<file path="config.mk">
export PLATFORM = sky130hd
export DESIGN_NAME = phase_measure_scheduler
export DESIGN_NICKNAME = d
export VERILOG_FILES = /design/src/rtl/clocking_types.sv /design/src/rtl/phase_centre_average.sv /design/src/rtl/phase_measure_scheduler.sv
export SDC_FILE = /design/constraint.sdc
export NUM_CORES = 1
export LEC_CHECK = 0
export ABC_AREA = 1
export BUFFER_PORTS_ARGS = -buffer_cell sky130_fd_sc_hd__clkbuf_2
export CAP_MARGIN = 10
export CORE_MARGIN = 2
export CORE_UTILIZATION = 56
export CTS_CLUSTER_SIZE = 25
export DETAILED_ROUTE_END_ITERATION = 10
export HOLD_SLACK_MARGIN = 0.03
export PLACE_DENSITY = 0.77
export SLEW_MARGIN = 20
export SYNTH_ARGS = -nofsm -noshare
export SYNTH_HDL_FRONTEND = slang
export SYNTH_SLANG_ARGS = --single-unit
</file>
<file path="constraint.sdc">
create_clock -name clk -period 3.3 [get_ports clk]
set_input_delay 0.33 -clock clk [delete_from_list [all_inputs] [get_ports clk]]
set_output_delay 0.33 -clock clk [all_outputs]
set_load 0.05 [all_outputs]
</file>
<file path="src/rtl/clocking_types.sv">
// Shared clocking types for the phase measurement path: handshake structs,
// delay width, averaging/retry constants and the scheduler state encoding.
// PHASE_MEASURE_TRACK_EN adds the HOLDOFF state and the tracking interval.
package clocking_types;

  localparam int DELAY_WIDTH  = 9;
  localparam int LOG2_SAMPLES = 2;
  localparam int NUM_SAMPLES  = 1 << LOG2_SAMPLES;
  localparam int RETRY_LIMIT  = 7;
`ifdef PHASE_MEASURE_TRACK_EN
  localparam int TRACK_INTERVAL = 1024;
`endif

  typedef logic [DELAY_WIDTH-1:0] t_delay;

  typedef struct packed {
    logic valid;
  } t_measure_request;

  typedef struct packed {
    logic   valid;
    logic   abort;
    logic   initial_value;
    t_delay initial_delay;
    t_delay delay;
  } t_measure_response;

  typedef struct packed {
    logic   load;
    t_delay value;
  } t_delay_config;

  typedef struct packed {
    logic load_ack;
  } t_delay_response;

  typedef enum logic [3:0] {
    S_IDLE,
    S_REQUEST,
    S_WAIT_RESP,
    S_ACCUM,
    S_COMPUTE,
    S_LOAD,
    S_LOCKED,
    S_FAIL
`ifdef PHASE_MEASURE_TRACK_EN
    , S_HOLDOFF
`endif
  } t_phase_sched_state;

endpackage

</file>
<file path="src/rtl/phase_centre_average.sv">
// Eye-centre estimator: centre = initial_delay + delay/2 (saturated to the
// tap range), summed over NUM_SAMPLES measurements and divided by shifting.
module phase_centre_average
  import clocking_types::*;
(
  input  logic                   clk,
  input  logic                   reset_n,
  input  logic                   clear,
  input  logic                   add,
  input  logic [DELAY_WIDTH-1:0] initial_delay,
  input  logic [DELAY_WIDTH-1:0] delay,
  output logic [DELAY_WIDTH-1:0] average
);

  logic [DELAY_WIDTH:0]                centre_wide;
  logic [DELAY_WIDTH-1:0]              centre;
  logic [DELAY_WIDTH+LOG2_SAMPLES-1:0] acc;

  // Centre of the eye, one bit wider so an overflow past the last tap saturates.
  // NOTE: every always_comb output gets a value on every path, so no latch is inferred.
  always_comb begin
    centre_wide = {1'b0, initial_delay} + ({1'b0, delay} >> 1);
    centre      = centre_wide[DELAY_WIDTH] ? '1 : centre_wide[DELAY_WIDTH-1:0];
  end

  // Sum of centres; wide enough that NUM_SAMPLES saturated centres never wrap.
  // NOTE: registers use non-blocking assignments so every flop samples pre-edge values.
  always_ff @(posedge clk or negedge reset_n) begin
    if (!reset_n) begin
      acc <= '0;
    end else if (clear) begin
      acc <= '0;
    end else if (add) begin
      acc <= acc + {{LOG2_SAMPLES{1'b0}}, centre};
    end
  end

  // Truncating average.
  assign average = acc[DELAY_WIDTH+LOG2_SAMPLES-1:LOG2_SAMPLES];

endmodule

</file>
<file path="src/rtl/phase_measure_scheduler.sv">
// Sequencer for clocking_phase_measure: requests measurements, retries on
// abort, averages the eye-centre estimates and loads the result into the
// data-path delay line. Define PHASE_MEASURE_TRACK_EN for periodic re-measurement
// while locked; otherwise LOCKED is held until enable drops.
module phase_measure_scheduler
  import clocking_types::*;
(
  input  logic                   clk,
  input  logic                   reset_n,
  input  logic                   enable,
  output logic                   measure_request__valid,
  input  logic                   measure_response__valid,
  input  logic                   measure_response__abort,
  input  logic                   measure_response__initial_value,
  input  logic [DELAY_WIDTH-1:0] measure_response__initial_delay,
  input  logic [DELAY_WIDTH-1:0] measure_response__delay,
  output logic                   measure_response__ack,
  output logic                   data_delay__load,
  output logic [DELAY_WIDTH-1:0] data_delay__value,
  input  logic                   data_delay__load_ack,
  output logic                   status__locked,
  output logic                   status__failed,
  output logic [DELAY_WIDTH-1:0] status__phase,
  output logic [2:0]             status__retries
);

  localparam logic [2:0] RETRY_LAST = 3'(RETRY_LIMIT - 1);

  t_phase_sched_state       state;
  logic [LOG2_SAMPLES-1:0]  sample_cnt;
  logic [DELAY_WIDTH-1:0]   resp_init_q;
  logic [DELAY_WIDTH-1:0]   resp_delay_q;
  t_delay_config            dd_q;
  logic                     acc_clear;
  logic                     acc_add;
  logic [DELAY_WIDTH-1:0]   average;
  logic                     unused_initial_value;

`ifdef PHASE_MEASURE_TRACK_EN
  localparam int             IW            = $clog2(TRACK_INTERVAL);
  localparam logic [IW-1:0]  INTERVAL_LAST = IW'(TRACK_INTERVAL - 1);
  logic [IW-1:0]             interval_cnt;
`endif

  // The sampled initial level is informational only.
  assign unused_initial_value = measure_response__initial_value;

  assign data_delay__load  = dd_q.load;
  assign data_delay__value = dd_q.value;

  // Accumulator is cleared at the start of each averaging run and fed from the latched response.
  always_comb begin
    acc_clear = (state == S_IDLE) && enable;
    acc_add   = (state == S_ACCUM);
`ifdef PHASE_MEASURE_TRACK_EN
    if (state == S_HOLDOFF) acc_clear = 1'b1;
`endif
  end

  phase_centre_average u_average (
    .clk           (clk),
    .reset_n       (reset_n),
    .clear         (acc_clear),
    .add           (acc_add),
    .initial_delay (resp_init_q),
    .delay         (resp_delay_q),
    .average       (average)
  );

  // Scheduler FSM; every output is registered with the state.
  always_ff @(posedge clk or negedge reset_n) begin
    if (!reset_n) begin
      state                  <= S_IDLE;
      measure_request__valid <= 1'b0;
      measure_response__ack  <= 1'b0;
      dd_q                   <= '0;
      status__locked         <= 1'b0;
      status__failed         <= 1'b0;
      status__phase          <= '0;
      status__retries        <= '0;
      sample_cnt             <= '0;
      resp_init_q            <= '0;
      resp_delay_q           <= '0;
`ifdef PHASE_MEASURE_TRACK_EN
      interval_cnt           <= '0;
`endif
    end else begin
      // Ack is a single-cycle pulse.
      measure_response__ack <= 1'b0;
`ifdef PHASE_MEASURE_TRACK_EN
      if (state != S_LOCKED) interval_cnt <= '0;
`endif
      case (state)
        S_IDLE: begin
          if (enable) begin
            sample_cnt      <= '0;
            status__retries <= '0;
            status__locked  <= 1'b0;
            status__failed  <= 1'b0;
            state           <= S_REQUEST;
          end
        end
        S_REQUEST: begin
          if (!enable) begin
            state <= S_IDLE;
          end else begin
            measure_request__valid <= 1'b1;
            state                  <= S_WAIT_RESP;
          end
        end
        // The outstanding request is always answered and acked, even when abandoning.
        S_WAIT_RESP: begin
          if (measure_response__valid) begin
            measure_response__ack  <= 1'b1;
            measure_request__valid <= 1'b0;
            resp_init_q            <= measure_response__initial_delay;
            resp_delay_q           <= measure_response__delay;
            if (!enable) begin
              state <= S_IDLE;
            end else if (measure_response__abort) begin
              status__retries <= status__retries + 3'd1;
              if (status__retries == RETRY_LAST) begin
                status__failed <= 1'b1;
                status__locked <= 1'b0;
                state          <= S_FAIL;
              end else begin
                state <= S_REQUEST;
              end
            end else begin
              state <= S_ACCUM;
            end
          end
        end
        S_ACCUM: begin
          if (!enable) begin
            state <= S_IDLE;
          end else begin
            sample_cnt      <= sample_cnt + LOG2_SAMPLES'(1);
            status__retries <= '0;
            state           <= (sample_cnt == '1) ? S_COMPUTE : S_REQUEST;
          end
        end
        S_COMPUTE: begin
          if (!enable) begin
            state <= S_IDLE;
          end else begin
            dd_q.value <= average;
`ifdef PHASE_MEASURE_TRACK_EN
            if (status__locked && (average == status__phase)) state <= S_LOCKED;
            else                                                state <= S_LOAD;
`else
            state <= S_LOAD;
`endif
          end
        end
        // The load handshake always completes, regardless of enable.
        S_LOAD: begin
          if (dd_q.load && data_delay__load_ack) begin
            dd_q.load      <= 1'b0;
            status__phase  <= dd_q.value;
            status__locked <= 1'b1;
            state          <= enable ? S_LOCKED : S_IDLE;
          end else begin
            dd_q.load <= 1'b1;
          end
        end
        S_LOCKED: begin
          if (!enable) begin
            state <= S_IDLE;
          end
`ifdef PHASE_MEASURE_TRACK_EN
          else if (interval_cnt == INTERVAL_LAST) begin
            state <= S_HOLDOFF;
          end else begin
            interval_cnt <= interval_cnt + IW'(1);
          end
`endif
        end
        S_FAIL: begin
          if (!enable) state <= S_IDLE;
        end
`ifdef PHASE_MEASURE_TRACK_EN
        S_HOLDOFF: begin
          if (!enable) begin
            state <= S_IDLE;
          end else begin
            sample_cnt      <= '0;
            status__retries <= '0;
            state           <= S_REQUEST;
          end
        end
`endif
        default: state <= S_IDLE;
      endcase
    end
  end

  // A response strobe is only legal while a request is outstanding.
  a_resp_only_when_waiting : assert property (
    @(posedge clk) disable iff (!reset_n)
    measure_response__valid |-> (state == S_WAIT_RESP)
  );

endmodule

</file>
Word-level counts from Yosys, hierarchy flattened
Index checks and enable logic that the tools add are counted.
W data, S select, Z words.
{"block": "totals", "output_inout_bits": 26, "word_cells": 98, "ff_bits": 61, "inputBits": 25}
{"block": "op_classes", "n_reduce_logical": 20, "mux": 42, "addsub": 4, "n_eq_ne": 19}
{"operator": "$pmux W4 S7", "count": 1}
{"operator": "$mux W3", "count": 9}
{"operator": "$mux W4", "count": 6}
{"operator": "$mux W11", "count": 2}
{"operator": "$ne A2 B2 Y1 const B", "count": 9}
{"operator": "$eq A4 B3 Y1 const B", "count": 4}
{"operator": "$mux W1", "count": 15}
{"operator": "$add A11 B9 Y11", "count": 1}
{"operator": "$add A9 B8 Y10", "count": 1}
{"operator": "$reduce_bool A2 Y1", "count": 5}
{"operator": "$mux W9", "count": 1}
{"operator": "$eq A4 B2 Y1 const B", "count": 2}
{"operator": "$reduce_and A7 Y1", "count": 1}
{"operator": "$mux W2", "count": 3}
{"operator": "$pmux W3 S2", "count": 1}
{"operator": "$reduce_and A2 Y1", "count": 3}
{"operator": "$reduce_and A3 Y1", "count": 2}
{"operator": "$reduce_and A6 Y1", "count": 1}
{"operator": "$reduce_and A5 Y1", "count": 1}
{"operator": "$eq A4 B1 Y1 const B", "count": 1}
{"operator": "$logic_not A4 Y1", "count": 1}
{"operator": "$pmux W1 S2", "count": 2}
{"operator": "$pmux W2 S2", "count": 1}
{"operator": "$reduce_and A4 Y1", "count": 1}
{"operator": "other kinds (9)", "count": 11}

Logic depth before layout (Yosys ltp)
Gate-level depths: netlist of run 1.
{"block": "logic_depth", "ltp_word": 6, "ltp_mapped": 18, "mapped_depth_nobuf": 18}

Hierarchy
From an unflattened synthesis of run 1, not the netlist that was laid out.
{"block": "hier_totals", "cells_unflattened": 485, "hier_area_um2": 3626.0}
{"module": "phase_measure_scheduler", "cells_each": 263, "instances": 1, "area_each_um2": 2173.3, "seq_area_each_um2": 1226.2}
{"module": "phase_centre_average", "cells_each": 222, "instances": 1, "area_each_um2": 1452.6, "seq_area_each_um2": 275.3}

Worst setup path before layout of run 1
Ideal clock, no wire load.
{"block": "synth_path", "kind": "flip-flop to flip-flop", "startpoint": "register resp_init_q[2]", "endpoint": "register u_average.acc[4]", "required_time_ns": 3.174, "path_stages_with_launch": 17, "n_path_buf": 0, "slack_ns": 0.666, "setup_ns": 0.126, "period_less_slack_ns": 2.634, "arrival_time_ns": 2.508, "cell_sequence": "dfrtp_1 > ha_1 > a21oi_1 > o21ai_0 > nand2_1 > nand2_1 > nor2_1 > nand2_1 > ha_1 > inv_1 > fa_1 > inv_1 > nand3_1 > nand3_1 > or2_2 > nand3_1 > o21ai_0"}
{"block": "synth_between", "elab_chain_len": 5}
{"element": "start, declared", "line_no": "phase_measure_scheduler.sv:31", "rtl": "logic [DELAY_WIDTH-1:0] resp_init_q;"}
{"element": "start signal, assigned", "line_no": "phase_measure_scheduler.sv:116", "rtl": "resp_init_q <= measure_response__initial_delay;"}
{"element": "$add A9 B8 Y10", "line_no": "phase_centre_average.sv:22", "rtl": "centre_wide = {1'b0, initial_delay} + ({1'b0, delay} >> 1);"}
{"element": "$mux W9", "line_no": "phase_centre_average.sv:23", "rtl": "centre = centre_wide[DELAY_WIDTH] ? '1 : centre_wide[DELAY_WIDTH-1:0];"}
{"element": "$add A11 B9 Y11", "line_no": "phase_centre_average.sv:34", "rtl": "acc <= acc + {{LOG2_SAMPLES{1'b0}}, centre};"}
{"element": "$mux W11", "line_no": "phase_centre_average.sv:33", "rtl": "end else if (add) begin"}
{"element": "$mux W11", "line_no": "phase_centre_average.sv:31", "rtl": "end else if (clear) begin"}
{"element": "end signal, assigned", "line_no": "phase_centre_average.sv:34"}
{"element": "end, declared", "line_no": "phase_centre_average.sv:17", "rtl": "logic [DELAY_WIDTH+LOG2_SAMPLES-1:0] acc;"}
No other way between the ends. The select of a mux whose other input is x is not followed.
A chain may end at the register's enable or synchronous reset.

Worst setup path in the final report of run 1
{"block": "layout_path", "startpoint": "register resp_init_q[6]", "endpoint": "register u_average.acc[8]"}
Same word-level chain as after synthesis.

==> key figures, run 1 <==
GRT
  – GRT Total Usage: 0.239
  – Largest net degree at the start of global routing: 38
  – Antenna violations before repair: 0
  – Vias in the first global route: between 2,000 and 3,000
  – Gr ovfl total: 0
  – Global-route wire length before repair: around 12 mm

Setup path
  – Reg-to-Reg End: u_average.acc[8]
  – Crit. path cell count: 19
  – Worst-path fanout max: 8
  – CP startpoint: resp_init_q[6]
  – CP Data Arrival Time: 3160 ps
  – Top cell by count, worst path: nand2_1
  – RR Startpoint: resp_init_q[6]
  – Crit-path cells: ha_1, nand2_1, nor2_1, nand4_1, nor2_1, nor2_1, buf_4, nand2_1, ha_1, inv_1, fa_1, inv_1, nand3_1, nand3_1, nand2_1, nand2_1, nand2_1, nand2_1, o21ai_0
  – Kind of critical path: flop to flop
  – R2R setup slack: between 300 and 400 ps
  – Worst setup EP type: flop
  – Delay-heaviest family, CP: simple AND/OR/NAND/NOR gates
  – Worst reg2reg path depth: 19
  – Setup crit end: u_average.acc[8]
  – Worst Path Buf+Inv: 3
  – Critical Path Slowest Stage Cell: fa_1
  – Delay of the slowest critical-path stage: about 410 ps
  – Startpoint types: flop
  – WP data required: approximately 3500 ps

Status
  – Status: completed

CTS
  – CTS tree: yes
  – Worst-path clk slew: roughly 70 ps
  – Clk root buf: clkbuf_8
  – H-tree depth: 3
  – Worst skew pair latency: approximately 340 ps
  – # resized after CTS: 0
  – Postcts setup bufs: 0
  – Clock Path Buffers: 2
  – Clock sink count: slightly below 60
  – Post-CTS Hold Fix Bufs: 1
  – CTS Buf Count: 9

Detailed routing
  – DRC viols: 0
  – DR vias: around 2,900
  – Routed len/inst: about 12 um
  – First-pass iteration count of the detailed router: 4
  – Drt first-iter violations: 139
  – DRT Wirelength: 6.83 mm
  – Routed Antenna Nets: 0
  – DR vias/cell: slightly above 5

Synthesis
  – Synth unique cells: 35
  – Cells after synthesis: about 440
  – Cell accounting for the most synthesized area: dfrtp_1
  – Synth area leaders: dfrtp_1 (43%), nand2_1 (18%), ha_1 (7.3%), inv_1 (4.8%), nand3_1 (3.8%)
  – Yosys top cell area share: 0.432
  – Synth warnings: 0
  – Mapped Area: about 3400 um^2
  – Syn Nets: 482
  – Seq cells post-synth: 59
  – Mean Syn Cell Area: between 7 and 8 um^2
  – Seq/Total Area, Yosys: 0.432

STA
  – Period minus WS final: 2940 ps
  – Relative slew slack: 0.607
  – RSZ-0062 raised after global routing: false
  – Clk_skew: roughly 11 ps
  – Final hold slack: approximately 190 ps
  – Worst Tran Pin Value: roughly 590 ps
  – # setup viols final: 0
  – Fmax: roughly 0.34 GHz
  – Max Slew Vio Count: 0
  – Final period util: 0.890
  – Setup_tns: 0 ps
  – Final count of hold timing violations: 0

Run
  – Max-Cap Viols: 0

Final layout
  – Layout cells sized above 1: 0.198
  – Final non-filler cell area: 3960 um^2
  – Diodes inserted: 0
  – Final net count: approximately 540
  – Final cell count without fillers: about 570
  – Fillers: just over 500
  – Synth-to-layout area growth: 15.8%

Placed design
  – Post-DP HPWL: around 5.2 mm
  – Placed cell areas: 3750 um^2
  – IO buf count: 48
  – Placed cells: 557
  – GP Congestion: 0.893

Power and ir drop
  – Power per cell area: between 900 and 1000 nW/um^2
  – Pleak: 2.29 nW
  – Maximum vdd drop: 0.660 mV
  – Total power draw: 0.00371 W

Floorplan
  – Die area: approximately 6700 um^2
  – Die X-Extent: around 82 um
  – Core Region: just under 6000 um^2
  – Die height: around 80 um
  – # IOs: 51
  – Effective utilization at floorplan: 0.578
  – Row count: 28

Worst hold path
  – Type of the tightest min-delay check: input port to flop
  – Hold_sp: measure_response__initial_delay[3]
[cell usage after synthesis]
| cell | n |
|---|---|
| a21boi_0 | 1 |
| a21o_1 | 2 |
| a21oi_1 | 14 |
| a22o_1 | 1 |
| buf_2 | 2 |
| buf_6 | 1 |
| dfrtp_1 | 59 |
| fa_1 | 2 |
| ha_1 | 20 |
| inv_1 | 44 |
| inv_2 | 7 |
| mux2_2 | 4 |
| mux2_4 | 1 |
| nand2_1 | 167 |
| nand2_2 | 3 |
| nand2_4 | 3 |
| nand3_1 | 26 |
| nand3_2 | 4 |
| nand3_4 | 1 |
| nand4_1 | 1 |
| nor2_1 | 24 |
| nor2_2 | 2 |
| nor2_4 | 1 |
| nor2_8 | 1 |
| nor3_1 | 2 |
| nor3_4 | 1 |
| o211ai_1 | 2 |
| o21ai_0 | 17 |
| o21ai_1 | 7 |
| o21ai_2 | 2 |
| o21bai_1 | 1 |
| o22ai_1 | 4 |
| o31ai_1 | 1 |
| or2_2 | 3 |
| xor2_1 | 4 |
[sequential cells by signal, summed over array words and instances (netlist names), 2 cells and up]
register and cells:
data_delay__value 9, resp_delay_q 8, resp_init_q 9, sample_cnt 2
state 3, status__phase 9, status__retries 3, u_average.acc 11
[logic make-up after synthesis]
family | after synthesis | share of synthesized area
AO/OA/AOI/OAI | 52 | 0.0860
AND/OR/NAND/NOR | 239 | 0.308
buffers and inverters | 54 | 0.0622
XOR/XNOR | 4 | 0.0102
adder cells (fa/ha/maj) | 22 | 0.0849
multiplexers | 5 | 0.0176
flip-flops | 59 | 0.432
[worst register-to-register path, delay by kind of cell, from the launching register on]
kind / cells / cell delay [ps]
flops: 1 / 380
compound gates: 1 / 60
fa+ha+maj: 3 / 960
simple gates: 12 / 1060
buf+inv: 3 / 330
[final cells by class]
class | instances | area [um^2] | share of cell area
clock inverters | 6 | 65.1 | 0.0164
multi-input cells | 322 | 1730 | 0.437
well taps | 75 | 93.8 | 0.0237
inverters | 51 | 191 | 0.0483
clock buffers | 10 | 138 | 0.0347
flip-flops and latches | 59 | 1480 | 0.373
repair buffers | 51 | 265 | 0.0670
[cell usage in the layout, fill, tap and decap left out, types with 2 or more instances in the layout]
| cell type | n |
|---|---|
| nand2_1 | 167 |
| dfrtp_1 | 59 |
| clkbuf_2 | 48 |
| inv_1 | 44 |
| nand3_1 | 26 |
| nor2_1 | 24 |
| ha_1 | 20 |
| o21ai_0 | 17 |
| a21oi_1 | 14 |
| clkbuf_8 | 10 |
| inv_2 | 7 |
| o21ai_1 | 7 |
| xor2_1 | 4 |
| nand3_2 | 4 |
| o22ai_1 | 4 |
| mux2_2 | 4 |
| or2_2 | 3 |
| nand2_4 | 3 |
| nand2_2 | 3 |
| nor3_1 | 2 |
| a21o_1 | 2 |
| nor2_2 | 2 |
| o21ai_2 | 2 |
| o211ai_1 | 2 |
| fa_1 | 2 |
| clkinv_2 | 2 |
| clkinv_4 | 2 |
| buf_4 | 2 |
[worst min path at each step]
stage | end | slack, ps | depth (start not counted)
3_3_place_gp | status__failed | 350 | 1
5_1_grt | resp_init_q[2] | 190 | 3
3_5_place_dp | status__failed | 360 | 1
4_1_cts | resp_init_q[3] | 180 | 3
6_report | resp_init_q[3] | 190 | 3
2_1_floorplan | data_delay__load | 30 | 0
[routing by layer]
layer | routed length, um | part of all wire | global-route usage
met5 | 0 | 0 | 0
met4 | 57 | 0.0083 | 0.0800
met3 | 290 | 0.042 | 0.0391
met2 | 3340 | 0.49 | 0.426
met1 | 3150 | 0.46 | 0.294
[through the flow]
stage / setup slack [ps] / util
2_1_floorplan: 666 / -
3_3_place_gp: 435 / 0.633
3_5_place_dp: 369 / 0.633
4_1_cts: 340 / 0.669
5_1_grt: 39.5 / 0.669
6_report: 362 / 0.669
[power breakdown]
| group | total (W) | switching (W) | internal, W |
|---|---|---|---|
| Combinational | 0.00201 | 0.00130 | 0.000708 |
| Clock | 0.000665 | 0.000297 | 0.000369 |
| Sequential | 0.00104 | 0.000143 | 0.000898 |
| Total | 0.00371 | 0.00174 | 0.00197 |
(Power assumes the default switching activity.)
==> inputs of run 2 (changes only) <==
Settings changed: BUFFER_PORTS_ARGS -buffer_cell sky130_fd_sc_hd__clkbuf_2 to -buffer_cell sky130_fd_sc_hd__buf_4.
==> key figures, run 2 (synthesis results as in run 1) <==
Setup path
  – Worst setup EP type: flop
  – Worst Path Buf+Inv: 3 (unchanged)
  – WP data required: 3520 ps (about the same)
  – CP Data Arrival Time: 3150 ps (about the same)
  – Kind of critical path: flop to flop
  – Top cell by count, worst path: nand2_1
  – Delay of the slowest critical-path stage: 410 ps (about the same)
  – Delay-heaviest family, CP: simple AND/OR/NAND/NOR gates
  – Worst-path fanout max: 8 (unchanged)
  – Critical Path Slowest Stage Cell: fa_1
  – Crit-path cells: ha_1, nand2_1, nor2_1, nand4_1, nor2_1, nor2_1, buf_4, nand2_1, ha_1, inv_1, fa_1, inv_1, nand3_1, nand3_1, nand2_1, nand2_1, nand2_1, nand2_1, o21ai_0
  – Startpoint types: flop

Final layout
  – Most common cell after layout, fill and taps aside: nand2_1
  – Max reg flops: 11 (unchanged)
  – Diodes inserted: 0 (unchanged)
  – Largest reg by FF count: u_average.acc
  – Fillers: 531 (+3.3%)
  – Final cell count without fillers: 571 (-0.52%)
  – Most frequent cells in the layout: nand2_1 (167), dfrtp_1 (59), buf_4 (49), inv_1 (44), nand3_1 (26)
  – Synth-to-layout area growth: 17.8%
  – Final net count: 539 (-0.37%)
  – Layout cells sized above 1: 0.196 (-0.00283)
  – Final non-filler cell area: 4030 um^2 (+1.7%)

STA
  – Fmax: 0.341 GHz (+0.19%)
  – RSZ-0062 raised after global routing: false
  – Final hold slack: 38.8 ps (-147 ps)
  – Max Slew Vio Count: 0 (unchanged)
  – Clk_skew: 11.2 ps (+0.0100 ps)
  – Worst Tran Pin Value: 709 ps (+119 ps)
  – Period minus WS final: 2930 ps (-5.58 ps)
  – Final period util: 0.889 (-0.00169)
  – Final count of hold timing violations: 0 (unchanged)
  – Relative slew slack: 0.528 (-0.0795)
  – Setup_tns: 0 ps (unchanged)
  – # setup viols final: 0 (unchanged)

Run
  – Max-Cap Viols: 0 (unchanged)

GRT
  – Global-route wire length before repair: 11.9 mm (-3.3%)
  – Vias in the first global route: 2,845 (-0.70%)
  – GRT Total Usage: 0.228 (-0.0105)
  – Antenna violations before repair: 0 (unchanged)
  – Gr ovfl total: 0 (unchanged)
  – Largest net degree at the start of global routing: 60 (+58%)

Floorplan
  – Die height: 82.2 um (unchanged)
  – # IOs: 51 (unchanged)
  – Core Region: 5920 um^2 (unchanged)
  – Die area: 6750 um^2 (unchanged)
  – Effective utilization at floorplan: 0.578 (unchanged)
  – Row count: 28 (unchanged)
  – Die X-Extent: 82.2 um (unchanged)

Detailed routing
  – First-pass iteration count of the detailed router: 4 (unchanged)
  – DRC viols: 0 (unchanged)
  – DR vias: 2,905 (+0.28%)
  – Routed Antenna Nets: 0 (unchanged)
  – DRT Wirelength: 6.69 mm (-2.0%)
  – DR vias/cell: 5.09 (+0.80%)
  – Drt first-iter violations: 125 (-10%)
  – Routed len/inst: 11.7 um (-1.5%)

CTS
  – # resized after CTS: 0 (unchanged)
  – Postcts setup bufs: 0 (unchanged)
  – H-tree depth: 3 (unchanged)
  – Worst skew pair latency: 340 ps (about the same)
  – Clk root buf: clkbuf_8
  – Clock sink count: 59 (unchanged)
  – Worst-path clk slew: 70 ps (about the same)
  – CTS tree: yes
  – Post-CTS Hold Fix Bufs: 0 (-1)
  – Clock Path Buffers: 2 (unchanged)
  – CTS Buf Count: 9 (unchanged)

Placed design
  – Post-DP HPWL: 5.19 mm (-1.1%)
  – Placed cells: 556 (-0.18%)
  – Placed cell areas: 3860 um^2 (+3.0%)
  – GP Congestion: 0.882 (-1.2%)
  – IO buf count: 48 (unchanged)

Power and ir drop
  – Pleak: 2.30 nW (+0.32%)
  – Power per cell area: 904 nW/um^2 (-3.6%)
  – Maximum vdd drop: 0.466 mV (-29%)

Status
  – Status: completed

Worst hold path
  – Type of the tightest min-delay check: input port to asynchronous set/reset pin
run 2: area by class of cell:
cell class	instances	area, um^2	share of cell area
Multi-Input combinational cell	322	1730	0.430
Clock inverter	5	30.0	0.00745
Clock buffer	10	138	0.0342
Inverter	51	191	0.0475
Timing Repair Buffer	49	368	0.0913
Tap cell	75	93.8	0.0233
Sequential cell	59	1480	0.366
run 2: power by group:
part,total [W],switching (W),internal [W],leakage [nW]
Clock,0.000565,0.000281,0.000284,0.0839
Combinational,0.00203,0.00130,0.000734,1.43
Sequential,0.00105,0.000146,0.000899,0.779
Total,0.00364,0.00172,0.00192,2.30
run 2: per-layer routing:
layer,track usage,up-vias,part of all wire
li1,-,1514,-
met1,0.279,1306,0.46
met2,0.403,73,0.48
met3,0.0380,12,0.045
met4,0.0883,0,0.017
met5,0,-,0
run 2: path summary, 6_finish.rpt:
kind / start / end / cells after the start / slack, ps
setup reg to reg: resp_init_q[5] / u_average.acc[6] / 19 / 370
min in group clk: measure_response__initial_delay[6] / resp_init_q[6] / 3 / 190
hold / removal: reset_n / state[1] / 1 / 40
max in group asynchronous: reset_n / resp_init_q[4] / 1 / 2780
setup / recovery: resp_init_q[5] / u_average.acc[6] / 19 / 370
hold reg to reg: status__phase[0] / status__phase[0] / 2 / 470
run 2: per-stage QoR:
stage          setup WS (ps)  power, W   util
6_report                 367   0.00364  0.680
5_1_grt                 34.1   0.00404  0.680
4_1_cts                  369   0.00365  0.680
3_5_place_dp             389   0.00308  0.652
3_3_place_gp             451   0.00301  0.652
2_1_floorplan            666   0.00262      -
